[config.mk]
export PLATFORM = sky130hd
export DESIGN_NAME = chunked_sub_flat
export DESIGN_NICKNAME = d
export VERILOG_FILES = /design/src/rtl/chunked_sub_if.sv /design/src/rtl/chunked_sub.sv /design/src/flat_wrapper.sv
export SDC_FILE = /design/constraint.sdc
export NUM_CORES = 1
export LEC_CHECK = 0
export BUFFER_PORTS_ARGS = -buffer_cell sky130_fd_sc_hd__buf_2
export CAP_MARGIN = 10
export CELL_PAD_IN_SITES_DETAIL_PLACEMENT = 1
export CELL_PAD_IN_SITES_GLOBAL_PLACEMENT = 2
export CORE_MARGIN = 5
export CORE_UTILIZATION = 40
export DETAILED_ROUTE_END_ITERATION = 8
export PLACE_DENSITY_LB_ADDON = 0.2
export SLEW_MARGIN = 10
export SYNTH_ARGS = -nofsm -noshare
export SYNTH_HDL_FRONTEND = slang
export SYNTH_SLANG_ARGS = --single-unit
[constraint.sdc]
create_clock -name clk -period 6.4 [get_ports clk]
set_input_delay 0.96 -clock clk [delete_from_list [all_inputs] [get_ports clk]]
set_output_delay 0.96 -clock clk [all_outputs]
set_load 0.02 [all_outputs]
[src/rtl/chunked_sub_if.sv]
// chunked_sub_if: operand/result bundle for the chunked subtractor.
//   in_valid, a, b        : request side, driven by the producer (master)
//   out_valid, out, borrow: result side, driven by the subtractor (slave)
// The subtractor has no backpressure, so there is no ready signal.
interface chunked_sub_if #(
    parameter int unsigned WIDTH = 32
);
    logic             in_valid;
    logic [WIDTH-1:0] a;
    logic [WIDTH-1:0] b;
    logic             out_valid;
    logic [WIDTH-1:0] out;
    logic             borrow;

    modport master (
        output in_valid, a, b,
        input  out_valid, out, borrow
    );

    modport slave (
        input  in_valid, a, b,
        output out_valid, out, borrow
    );
endinterface

[src/rtl/chunked_sub.sv]
// chunked_sub: pipelined unsigned subtractor, out = (a - b) mod 2^WIDTH.
// One CHUNK-bit slice is resolved per stage, with the borrow registered between stages, so
// the per-cycle borrow chain is only CHUNK bits long. Latency NCHUNK cycles, one op per clock,
// no backpressure.
//   clk : rising-edge clock
//   rst : asynchronous, active-high reset; clears valid, borrow and result state
//   bus : chunked_sub_if slave modport (in_valid/a/b in, out_valid/out/borrow out)
module chunked_sub #(
    parameter int unsigned WIDTH = 32,
    parameter int unsigned CHUNK = 8
) (
    input  logic          clk,
    input  logic          rst,
    chunked_sub_if.slave  bus
);
    if (CHUNK == 0 || (WIDTH % CHUNK) != 0) begin : g_bad_chunk
        $error("chunked_sub: WIDTH must be a nonzero multiple of CHUNK");
    end

    localparam int unsigned NCHUNK = WIDTH / CHUNK;
    // Stages that still have unprocessed operand slices to hand forward.
    localparam int unsigned NOPS   = (NCHUNK > 1) ? NCHUNK - 1 : 1;

    // Per-stage registered state, exported so the next stage can read it.
    logic [NCHUNK-1:0] st_valid;
    logic [NCHUNK-1:0] st_bout;
    logic [WIDTH-1:0]  st_res [NCHUNK];
    logic [WIDTH-1:0]  st_a   [NOPS];
    logic [WIDTH-1:0]  st_b   [NOPS];

    for (genvar k = 0; k < NCHUNK; k++) begin : g_stage
        logic             vin;
        logic             bin;
        logic [WIDTH-1:0] a_in;
        logic [WIDTH-1:0] b_in;
        logic [WIDTH-1:0] res_in;

        if (k == 0) begin : g_first
            assign vin    = bus.in_valid;
            assign bin    = 1'b0;
            assign a_in   = bus.a;
            assign b_in   = bus.b;
            assign res_in = '0;
        end else begin : g_next
            assign vin    = st_valid[k-1];
            assign bin    = st_bout[k-1];
            assign a_in   = st_a[k-1];
            assign b_in   = st_b[k-1];
            assign res_in = st_res[k-1];
        end

        logic             valid_d, valid_q;
        logic             bout_d, bout_q;
        logic [WIDTH-1:0] res_d, res_q;
        logic [CHUNK:0]   diff;

        // Operands arrive pre-shifted, so the slice for this stage always sits at the LSBs.
        always_comb begin
            diff    = {1'b0, a_in[CHUNK-1:0]} - {1'b0, b_in[CHUNK-1:0]}
                      - {{CHUNK{1'b0}}, bin};
            valid_d = vin;
            bout_d  = bout_q;
            res_d   = res_q;
            // Data regs only load on a real operation so out/borrow hold across bubbles.
            if (vin) begin
                bout_d                     = diff[CHUNK];
                res_d                      = res_in;
                res_d[k*CHUNK +: CHUNK]    = diff[CHUNK-1:0];
            end
        end

        always_ff @(posedge clk or posedge rst) begin
            if (rst) begin
                valid_q <= 1'b0;
                bout_q  <= 1'b0;
                res_q   <= '0;
            end else begin
                valid_q <= valid_d;
                bout_q  <= bout_d;
                res_q   <= res_d;
            end
        end

        assign st_valid[k] = valid_q;
        assign st_bout[k]  = bout_q;
        assign st_res[k]   = res_q;

        if (k < NCHUNK - 1) begin : g_ops
            logic [WIDTH-1:0] a_d, a_q;
            logic [WIDTH-1:0] b_d, b_q;

            always_comb begin
                a_d = a_q;
                b_d = b_q;
                if (vin) begin
                    a_d = a_in >> CHUNK;
                    b_d = b_in >> CHUNK;
                end
            end

            always_ff @(posedge clk or posedge rst) begin
                if (rst) begin
                    a_q <= '0;
                    b_q <= '0;
                end else begin
                    a_q <= a_d;
                    b_q <= b_d;
                end
            end

            assign st_a[k] = a_q;
            assign st_b[k] = b_q;
        end
    end

    assign bus.out_valid = st_valid[NCHUNK-1];
    assign bus.out       = st_res[NCHUNK-1];
    assign bus.borrow    = st_bout[NCHUNK-1];
endmodule

[src/flat_wrapper.sv]
// flat-port wrapper written by rule: the top's interface ports become plain ports
module chunked_sub_flat 
#(
    parameter int unsigned WIDTH = 32,
    parameter int unsigned CHUNK = 8
)
  (clk, rst, bus_in_valid, bus_a, bus_b, bus_out_valid, bus_out, bus_borrow);
  chunked_sub_if #(.WIDTH(WIDTH)) bus_i ();
  input  logic clk;
  input  logic rst;
  input wire logic [$bits(bus_i.in_valid)-1:0] bus_in_valid;
  input wire logic [$bits(bus_i.a)-1:0] bus_a;
  input wire logic [$bits(bus_i.b)-1:0] bus_b;
  output wire logic [$bits(bus_i.out_valid)-1:0] bus_out_valid;
  output wire logic [$bits(bus_i.out)-1:0] bus_out;
  output wire logic [$bits(bus_i.borrow)-1:0] bus_borrow;
  assign bus_i.in_valid = bus_in_valid;
  assign bus_i.a = bus_a;
  assign bus_i.b = bus_b;
  assign bus_out_valid = bus_i.out_valid;
  assign bus_out = bus_i.out;
  assign bus_borrow = bus_i.borrow;
  chunked_sub #(.WIDTH(WIDTH), .CHUNK(CHUNK)) u_core (.clk(clk), .rst(rst), .bus(bus_i));
endmodule
==> results of run 1 <==
power by group through the flow:
| stage | clock, mW | combinational (mW) | sequential [mW] |
|---|---|---|---|
| after global placement | 0 | 1.11 | 1.62 |
| after global routing | 1.07 | 1.28 | 1.65 |
| final | 0.992 | 1.14 | 1.61 |
| after floorplan | 0 | 0.741 | 1.69 |
| after detailed placement | 0 | 1.15 | 1.64 |
| after CTS | 1.02 | 1.16 | 1.62 |
critical path: stages (launching register included):
cell	delay, ps
dfrtp_1	320
inv_1	70
fa_1	560
inv_1	50
ha_1	190
or2_2	290
fa_1	400
nor2b_1	180
o21ai_0	150
a21oi_1	200
xnor2_1	80
mux2_2	270
synth_stat cells (5+ instances only):
cell | number | area, µm²
fa_1 | 7 | 140
nor2_1 | 17 | 63.8
inv_1 | 81 | 304
dfrtp_1 | 184 | 4600
nor2b_1 | 5 | 31.3
nand2_1 | 44 | 165
mux2_2 | 134 | 1510
clkbuf_1 | 15 | 56.3
o211ai_1 | 8 | 60.1
o21ai_0 | 33 | 165
a21oi_1 | 18 | 90.1
xnor2_1 | 20 | 175
nor3_1 | 7 | 35.0
buf_2 | 7 | 35.0
ha_1 | 50 | 626
o21a_1 | 6 | 45.0
cell families after synthesis:
group / after synthesis
DFF: 184
adders and majority gates: 57
buffers and inverters: 106
AOI/OAI and AO/OA: 95
xor gates and xnor gates: 23
and+or+nand+nor: 86
muxes: 135
flip-flops by register name (all words and copies together) (netlist names):
name,cells
u_core.g_stage.bout_q,3
u_core.g_stage.g_ops.b_q,48
u_core.bus.out,32
u_core.g_stage.g_ops.a_q,48
u_core.bus.out_valid,1
u_core.g_stage.res_q,48
u_core.bus.borrow,1
u_core.g_stage.valid_q,3
layout make-up:
cell class	instances	share of cell area, %
inverter	82	3.20
clock buffer	19	4.40
sequential	184	46.8
tap	275	3.50
multi-input combinational	396	35.4
clock inverter	13	1.26
timing repair buffer	105	5.47
metal layers:
layer,vias up,wire (µm),track usage [%]
li1,2520,-,-
met1,2647,7780,19.4
met2,76,8360,24.8
met3,13,621,3.69
met4,0,180,3.63
met5,-,0,0
stage by stage:
stage	cells	instance area [µm²]	setup slack [ps]	util [%]
finish	1074	9840	3540	47.0
global route	1074	9840	3320	47.0
CTS	1074	9840	3530	47.0
detailed placement	1042	9290	3560	44.3
global placement	1042	9290	3610	44.3
floorplan	686	8510	440	-
worst max path at each step:
| stage | startpoint | end | slack [ps] | depth (start not counted) |
|---|---|---|---|---|
| 2_1_floorplan | rst | u_core.bus.borrow | 440 | 1 |
| 3_3_place_gp | u_core.g_stage[1].g_ops.b_q[0] | u_core.g_stage[2].bout_q | 3610 | 11 |
| 3_5_place_dp | u_core.g_stage[1].g_ops.b_q[0] | u_core.g_stage[2].bout_q | 3560 | 11 |
| 4_1_cts | u_core.g_stage[1].g_ops.b_q[0] | u_core.g_stage[2].bout_q | 3530 | 11 |
| 5_1_grt | u_core.g_stage[1].g_ops.b_q[0] | u_core.g_stage[2].bout_q | 3320 | 11 |
| 6_report | u_core.g_stage[1].g_ops.b_q[0] | u_core.g_stage[2].res_q[22] | 3540 | 11 |
==> reports/metrics.yaml, run 1 <==
antenna_cells: 0
min_path_type: "reg2reg"
cap_violations: 0
slew_headroom_pct: 44.0
cts_root_buffer: "clkbuf_16"
clkLatencyLatePin_ps: 420
synth_nets: 810
p_total_mw: 3.74
synth_top_family_by_area: "multiplexers"
rows: 53
worst_slew_pin_slew_ps: 841
status: "finished, final reports clean"
ctsResizeCount: 0
grt_pass1_wl_um: 29200
drive_above_1_share_pct: 35.2
synthAdderAreaFrac_pct: 9.00
critical_path.endpoint_type: "register"
finalHoldViolCount: 0
synthArstFlopShare_pct: 100
htree_num_levels: 4
fin_nets: 910
routed_wl_um: 16900
antenna_found_initial: 0
min_to: "u_core.g_stage[1].g_ops.a_q[4]"
die-area_um2: 24300
combPwrFrac_pct: 30.4
grt.overflow.total: 0
syn_inst: 686
reg2reg_to: "u_core.g_stage[2].res_q[22]"
die_x_um: 156
ios: 101
yosys-mux-area-fraction_pct: 17.9
switching_power_mw: 1.21
synth_cell_types: 44
area_delta_synth_final_pct: 15.7
grt_pass1_vias: 5885
firstDrtPassIters: 4
ant_nets: 0
path_clk_slew_ps: 70
seq_power_share_pct: 43.0
finalCriticalPeriod_ps: 2860
p_leak_nw: 4.60
initial_core_util_pct: 40.6
grt_usage_pct: 14.8
final_cell_mix: "dfrtp_1 (182), mux2_2 (134), buf_2 (100)"
port_buffers: 100
ctsHoldBuffers: 0
grt_max_degree: 124
cts_tree: "built"
die_h_um: 156
setup_viol: 0
dp_hpwl_um: 12200
place.gp.congestion: 0.810
required_ps: 6700
synth_compound_area_share_pct: 7.20
post-cts-setup-buffer-count: 0
min_path_cells: 2
drtIter0Drc: 167
synth_enable_flop_cells: 0
yosysSeqAreaShare_pct: 54.1
clk_path_buf_depth: 2
reg2reg_depth: 11
multi_input_area_um2: 3480
netlist_area_um2: 8510
critical_path.max_fanout: 3
intPower_mw: 2.53
whs_ps: 480
reg2reg_slack_ps: 3540
core_um2: 21000
vias: 5256
synthXorXnorAreaFrac_pct: 2.37
yosysWarnings: 0
path_class: "reg2reg"
drc: 0
powerDensity_nw_per_um2: 380
peakVddDrop_v: 0.000159
arrival_ps: 3160
avgViaCountPerCell: 4.89
finalClockSkew_ps: 9.62
synth-simple-area-share_pct: 4.44
r2r_start: "u_core.g_stage[1].g_ops.b_q[0]"
syn_avg_cell_area_um2: 12.4
final_common_cell: "dfrtp_1"
drt-wirelength-per-cell_um: 15.8
cts.sinks: 184
synth-seq-cells: 184
startpoint_type: "register"
post-route-period-util_pct: 44.7
fin_tns_setup_ps: 0
fill_cells: 2278
seqCellArea_um2: 4610
slew_violations: 0
numCtsBuffers: 17
p_clk_share_pct: 26.5
min_from: "u_core.g_stage[0].g_ops.a_q[12]"
rsz0062_at_grt: "no"
synth_ff_type: "dfrtp_1"
swShare_pct: 32.3
clock.fmax_ghz: 0.349
Power figures use the tool's default switching activity.
==> inputs of run 2 (changes only) <==
Clock period 6.4 ns to 2.96 ns, I/O delays scaled along.
==> run 2 against run 1 <==
Net effect:
- first-iteration DRC count shrank 23%
- power grew 120%
- combinational power grew 120%
- register-to-register slack lost 3400 ps
==> reports/metrics.yaml, run 2 (same netlist as run 1, synthesis figures left out) <==
rsz0062_at_grt: "no"
powerDensity_nw_per_um2: 829
avgViaCountPerCell: 4.91
clk_path_buf_depth: 2
finalCriticalPeriod_ps: 2790
slew_violations: 0
ios: 101
peakVddDrop_v: 0.000334
path_clk_slew_ps: 70
final_common_cell: "dfrtp_1"
htree_num_levels: 4
startpoint_type: "register"
startpoint: "u_core.g_stage[1].g_ops.b_q[0]"
cts_tree: "built"
arrival_ps: 3100
drc: 0
rows: 53
routed_wl_um: 17500
numCtsBuffers: 17
ctsHoldBuffers: 0
ctsResizeCount: 0
grt_pass1_vias: 5975
status: "finished, final reports clean"
clkLatencyLatePin_ps: 430
antenna_cells: 0
reg2reg_depth: 11
area_delta_synth_final_pct: 17.7
place.gp.congestion: 0.791
core_um2: 21000
grt_usage_pct: 15.3
final_cell_area_um2: 10000
critical_path.endpoint_type: "register"
initial_core_util_pct: 40.6
r2r_start: "u_core.g_stage[1].g_ops.b_q[0]"
slew_headroom_pct: 50.9
reg_top3: "u_core.g_stage.g_ops.a_q: 48 flops, u_core.g_stage.g_ops.b_q: 48 flops, u_core.g_stage.res_q: 48 flops"
dp_hpwl_um: 12800
fin_tns_setup_ps: 0
required_ps: 3270
min_path_type: "in2async"
p_total_mw: 8.31
ant_nets: 0
final_cell_mix: "dfrtp_1 (181), mux2_2 (134), buf_2 (100)"
finalHoldViolCount: 0
grt_pass1_wl_um: 29800
clock.fmax_ghz: 0.358
drive_above_1_share_pct: 36.4
post-cts-setup-buffer-count: 0
cap_violations: 0
grt_max_degree: 56
placed_cell_area_um2: 9400
cts_root_buffer: "clkbuf_16"
die-area_um2: 24300
cts.sinks: 184
die_x_um: 156
critical_path.max_fanout: 3
drt-wirelength-per-cell_um: 16.1
drtIter0Drc: 129
p_leak_nw: 4.69
reg2reg_slack_ps: 170
finalClockSkew_ps: 8.17
vias: 5303
worst_slew_pin_slew_ps: 737
antenna_found_initial: 0
fin_nets: 917
reg2reg_to: "u_core.g_stage[2].res_q[22]"
post-route-period-util_pct: 94.3
grt.overflow.total: 0
dp.cells: 1049
firstDrtPassIters: 4
instances_no_fill: 1081
port_buffers: 100
fill_cells: 2267
endpoint: "u_core.g_stage[2].res_q[22]"
setup_viol: 0
die_h_um: 156
path_class: "reg2reg"
## run 2: cell types whose count changed in the layout (fill, tap and decap cells not counted), sizes merged
cell | previous run | this run
clkinv | 5 | 6
clkinvlp | 6 | 3
buf | 105 | 112
bufinv | 1 | 3
## run 2: through the flow
| stage | utilization [%] | hold WS (ps) | setup slack [ps] |
|---|---|---|---|
| after floorplan | - | 352 | 151 |
| after global placement | 44.9 | 464 | 161 |
| after detailed placement | 44.9 | 471 | 68.6 |
| after CTS | 47.8 | 98.3 | 21.4 |
| after global routing | 47.8 | 124 | 26.0 |
| final | 47.8 | 97.9 | 168 |
## run 2: area by class of cell
type | instances | area [µm²] | share of cell area [%]
flip-flops and latches | 184 | 4610 | 46.0
multi-input cells | 396 | 3490 | 34.9
repair buffers | 112 | 653 | 6.52
clock buffers | 19 | 443 | 4.42
well taps | 275 | 344 | 3.43
inverters | 82 | 312 | 3.11
clock inverters | 13 | 168 | 1.67
## run 2: report_power, final
group          internal (mW)  switching [mW]  total [mW]
Clock                   1.36           0.971        2.33
Combinational           1.20            1.30        2.50
Sequential              3.13           0.346        3.48
## run 2: worst min-delay path by stage
stage          slack, ps                       startpoint  cells past startpoint                              to
6_report             100                              rst                      2     u_core.g_stage[1].res_q[14]
5_1_grt              120                              rst                      2     u_core.g_stage[1].res_q[14]
4_1_cts              100                              rst                      2     u_core.g_stage[1].res_q[14]
3_5_place_dp         470  u_core.g_stage[1].g_ops.a_q[11]                      2  u_core.g_stage[2].g_ops.a_q[3]
3_3_place_gp         460  u_core.g_stage[1].g_ops.a_q[12]                      2  u_core.g_stage[2].g_ops.a_q[4]
2_1_floorplan        350        u_core.g_stage[2].valid_q                      0            u_core.bus.out_valid
## run 2: routing by layer
metal	GRT usage (%)	up-vias	share of wire, %
li1	-	2541	-
met1	19.4	2669	45
met2	26.4	81	50
met3	3.83	12	3.8
met4	4.00	0	1.0
met5	0	-	0
## run 2: critical path, cell delays in order, from the launching register on
cell and delay (ps):
dfrtp_1 330, inv_1 60, fa_1 560, inv_1 50, ha_1 210, or2_2 300, fa_2 380, nor2b_2 150
o21ai_1 120, a21oi_1 190, xnor2_1 80, mux2_2 260
==> inputs of run 3 (changes only) <==
Settings changed: CORE_UTILIZATION 40 to 43.
Clock period 2.96 ns to 3.4 ns, I/O delays scaled along.
==> run 3 against run 2 <==
Net effect:
- flip-flop and latch count unchanged
- global-route usage increased by 0.81 points
- register-to-register slack improved by 360 ps
- cell count decreased by 1.2%
- count of clock-buffer cells in the layout increased by 2
- hold slack improved by 150 ps
- die area decreased by 6.5%
- clock power decreased by 12%
- first-iteration DRC count increased by 23%
- power decreased by 13%
- critical path type unchanged
- highest routed layer unchanged
==> reports/metrics.yaml, run 3 (same netlist as run 1, synthesis figures left out) <==
min_path_type: "in2async"
path_class: "reg2reg"
peakVddDrop_v: 0.000359
drc: 0
rsz0062_at_grt: "no"
vias: 5253
multi_input_area_um2: 3480
seq_power_share_pct: 42.1
routed_wl_um: 17000
post-route-period-util_pct: 84.5
core_um2: 19500
ios: 101
startpoint: "u_core.g_stage[1].g_ops.b_q[0]"
clk_path_buf_depth: 2
seqCellArea_um2: 4610
combPwrFrac_pct: 29.5
initial_core_util_pct: 43.7
die_x_um: 151
grt.overflow.total: 0
fin_tns_setup_ps: 0
p_leak_nw: 4.68
firstDrtPassIters: 4
powerDensity_nw_per_um2: 725
grt_pass1_vias: 5908
die-area_um2: 22700
worst_slew_pin_slew_ps: 1060
setup_viol: 0
cts_root_buffer: "clkbuf_16"
p_clk_share_pct: 28.4
finalCriticalPeriod_ps: 2870
fin_nets: 914
drive_above_1_share_pct: 35.7
swShare_pct: 31.0
ctsHoldBuffers: 0
port_buffers: 100
r2r_start: "u_core.g_stage[1].g_ops.b_q[0]"
arrival_ps: 3130
cts_tree: "built"
critPathSlowestCell: "fa_1"
critical_path.max_fanout: 3
die_h_um: 151
fill_cells: 2059
switching_power_mw: 2.24
avgViaCountPerCell: 4.92
critical_path.endpoint_type: "register"
final_cell_mix: "dfrtp_1 (181), mux2_2 (134), buf_2 (100)"
slew_violations: 0
finalHoldViolCount: 0
clkLatencyLatePin_ps: 420
max_stage_delay_ps: 550
finalClockSkew_ps: 6.11
htree_num_levels: 4
post-cts-setup-buffer-count: 0
antenna_cells: 0
ctsResizeCount: 0
path_clk_slew_ps: 70
p_total_mw: 7.21
required_ps: 3660
startpoint_type: "register"
cts.sinks: 184
dp_hpwl_um: 12300
drtIter0Drc: 159
intPower_mw: 4.97
antenna_found_initial: 0
final_common_cell: "dfrtp_1"
drt-wirelength-per-cell_um: 15.9
cap_violations: 0
slew_headroom_pct: 29.4
rows: 51
reg_top3: "u_core.g_stage.g_ops.a_q: 48 flops, u_core.g_stage.g_ops.b_q: 48 flops, u_core.g_stage.res_q: 48 flops"
ant_nets: 0
numCtsBuffers: 17
status: "finished, final reports clean"
clock.fmax_ghz: 0.348
grt_usage_pct: 16.1
crit_chain: "inv_1, fa_1, inv_1, ha_1, or2_2, fa_1, nor2b_1, o21ai_0, a211oi_1, xnor2_1, a21oi_1"
grt_pass1_wl_um: 29300
place.gp.congestion: 0.799
area_delta_synth_final_pct: 17.0
grt_max_degree: 53
==> run 3: cell count changes in the layout (fill, tap and decap cells not counted), sizes merged <==
| cell | change |
|---|---|
| inv | -1 |
| clkbuf | +2 |
| clkinvlp | -1 |
| buf | -3 |
==> run 3: layout make-up <==
| class | count | area share (%) |
|---|---|---|
| tap | 265 | 3.33 |
| clock inverter | 11 | 1.45 |
| clock buffer | 21 | 4.73 |
| sequential | 184 | 46.3 |
| multi-input combinational | 396 | 35.0 |
| timing repair buffer | 109 | 6.08 |
| inverter | 82 | 3.13 |
==> run 3: worst max-delay path: cells and delay by family, from the launching register on <==
family	cells	cell delay, ps
AOI/OAI and AO/OA	3	500
xor gates and xnor gates	1	160
adders and majority gates	3	1160
buffers and inverters	2	110
DFF	1	330
and+or+nand+nor	2	450
==> run 3: final timing paths <==
| kind | to | slack [ps] | cells after the start |
|---|---|---|---|
| max in group asynchronous | u_core.bus.out_valid | 2360 | 3 |
| min | u_core.g_stage[0].g_ops.a_q[5] | 250 | 2 |
| min in group clk | u_core.g_stage[0].g_ops.a_q[2] | 300 | 3 |
| max | u_core.g_stage[2].bout_q | 530 | 11 |
| max reg2reg | u_core.g_stage[2].bout_q | 530 | 11 |
| min reg2reg | u_core.g_stage[1].g_ops.a_q[3] | 480 | 2 |
==> run 3: metrics by stage <==
| stage | setup slack [ps] | instances | hold slack, ps | area [µm²] | util, % |
|---|---|---|---|---|---|
| 4_1_cts | 490 | 1068 | 266 | 9950 | 51.1 |
| 2_1_floorplan | 525 | 686 | 352 | 8510 | - |
| 3_3_place_gp | 576 | 1036 | 463 | 9340 | 48.0 |
| 3_5_place_dp | 525 | 1036 | 474 | 9340 | 48.0 |
| 6_report | 528 | 1068 | 250 | 9950 | 51.1 |
| 5_1_grt | 364 | 1068 | 293 | 9950 | 51.1 |
==> run 3: per-layer routing <==
metal	part of all wire [%]	global-route usage [%]	up-vias
met5	0	0	-
met4	1.4	5.08	0
met3	3.1	2.86	19
met2	49	27.4	80
met1	46	21.1	2627
li1	-	-	2527
==> run 3: power groups by stage <==
| stage | logic [mW] | registers (mW) | clock network [mW] |
|---|---|---|---|
| floorplan | 1.40 | 3.19 | 0 |
| global placement | 2.08 | 3.06 | 0 |
| detailed placement | 2.14 | 3.09 | 0 |
| CTS | 2.17 | 3.05 | 2.10 |
| global route | 2.38 | 3.12 | 2.19 |
| finish | 2.12 | 3.04 | 2.05 |
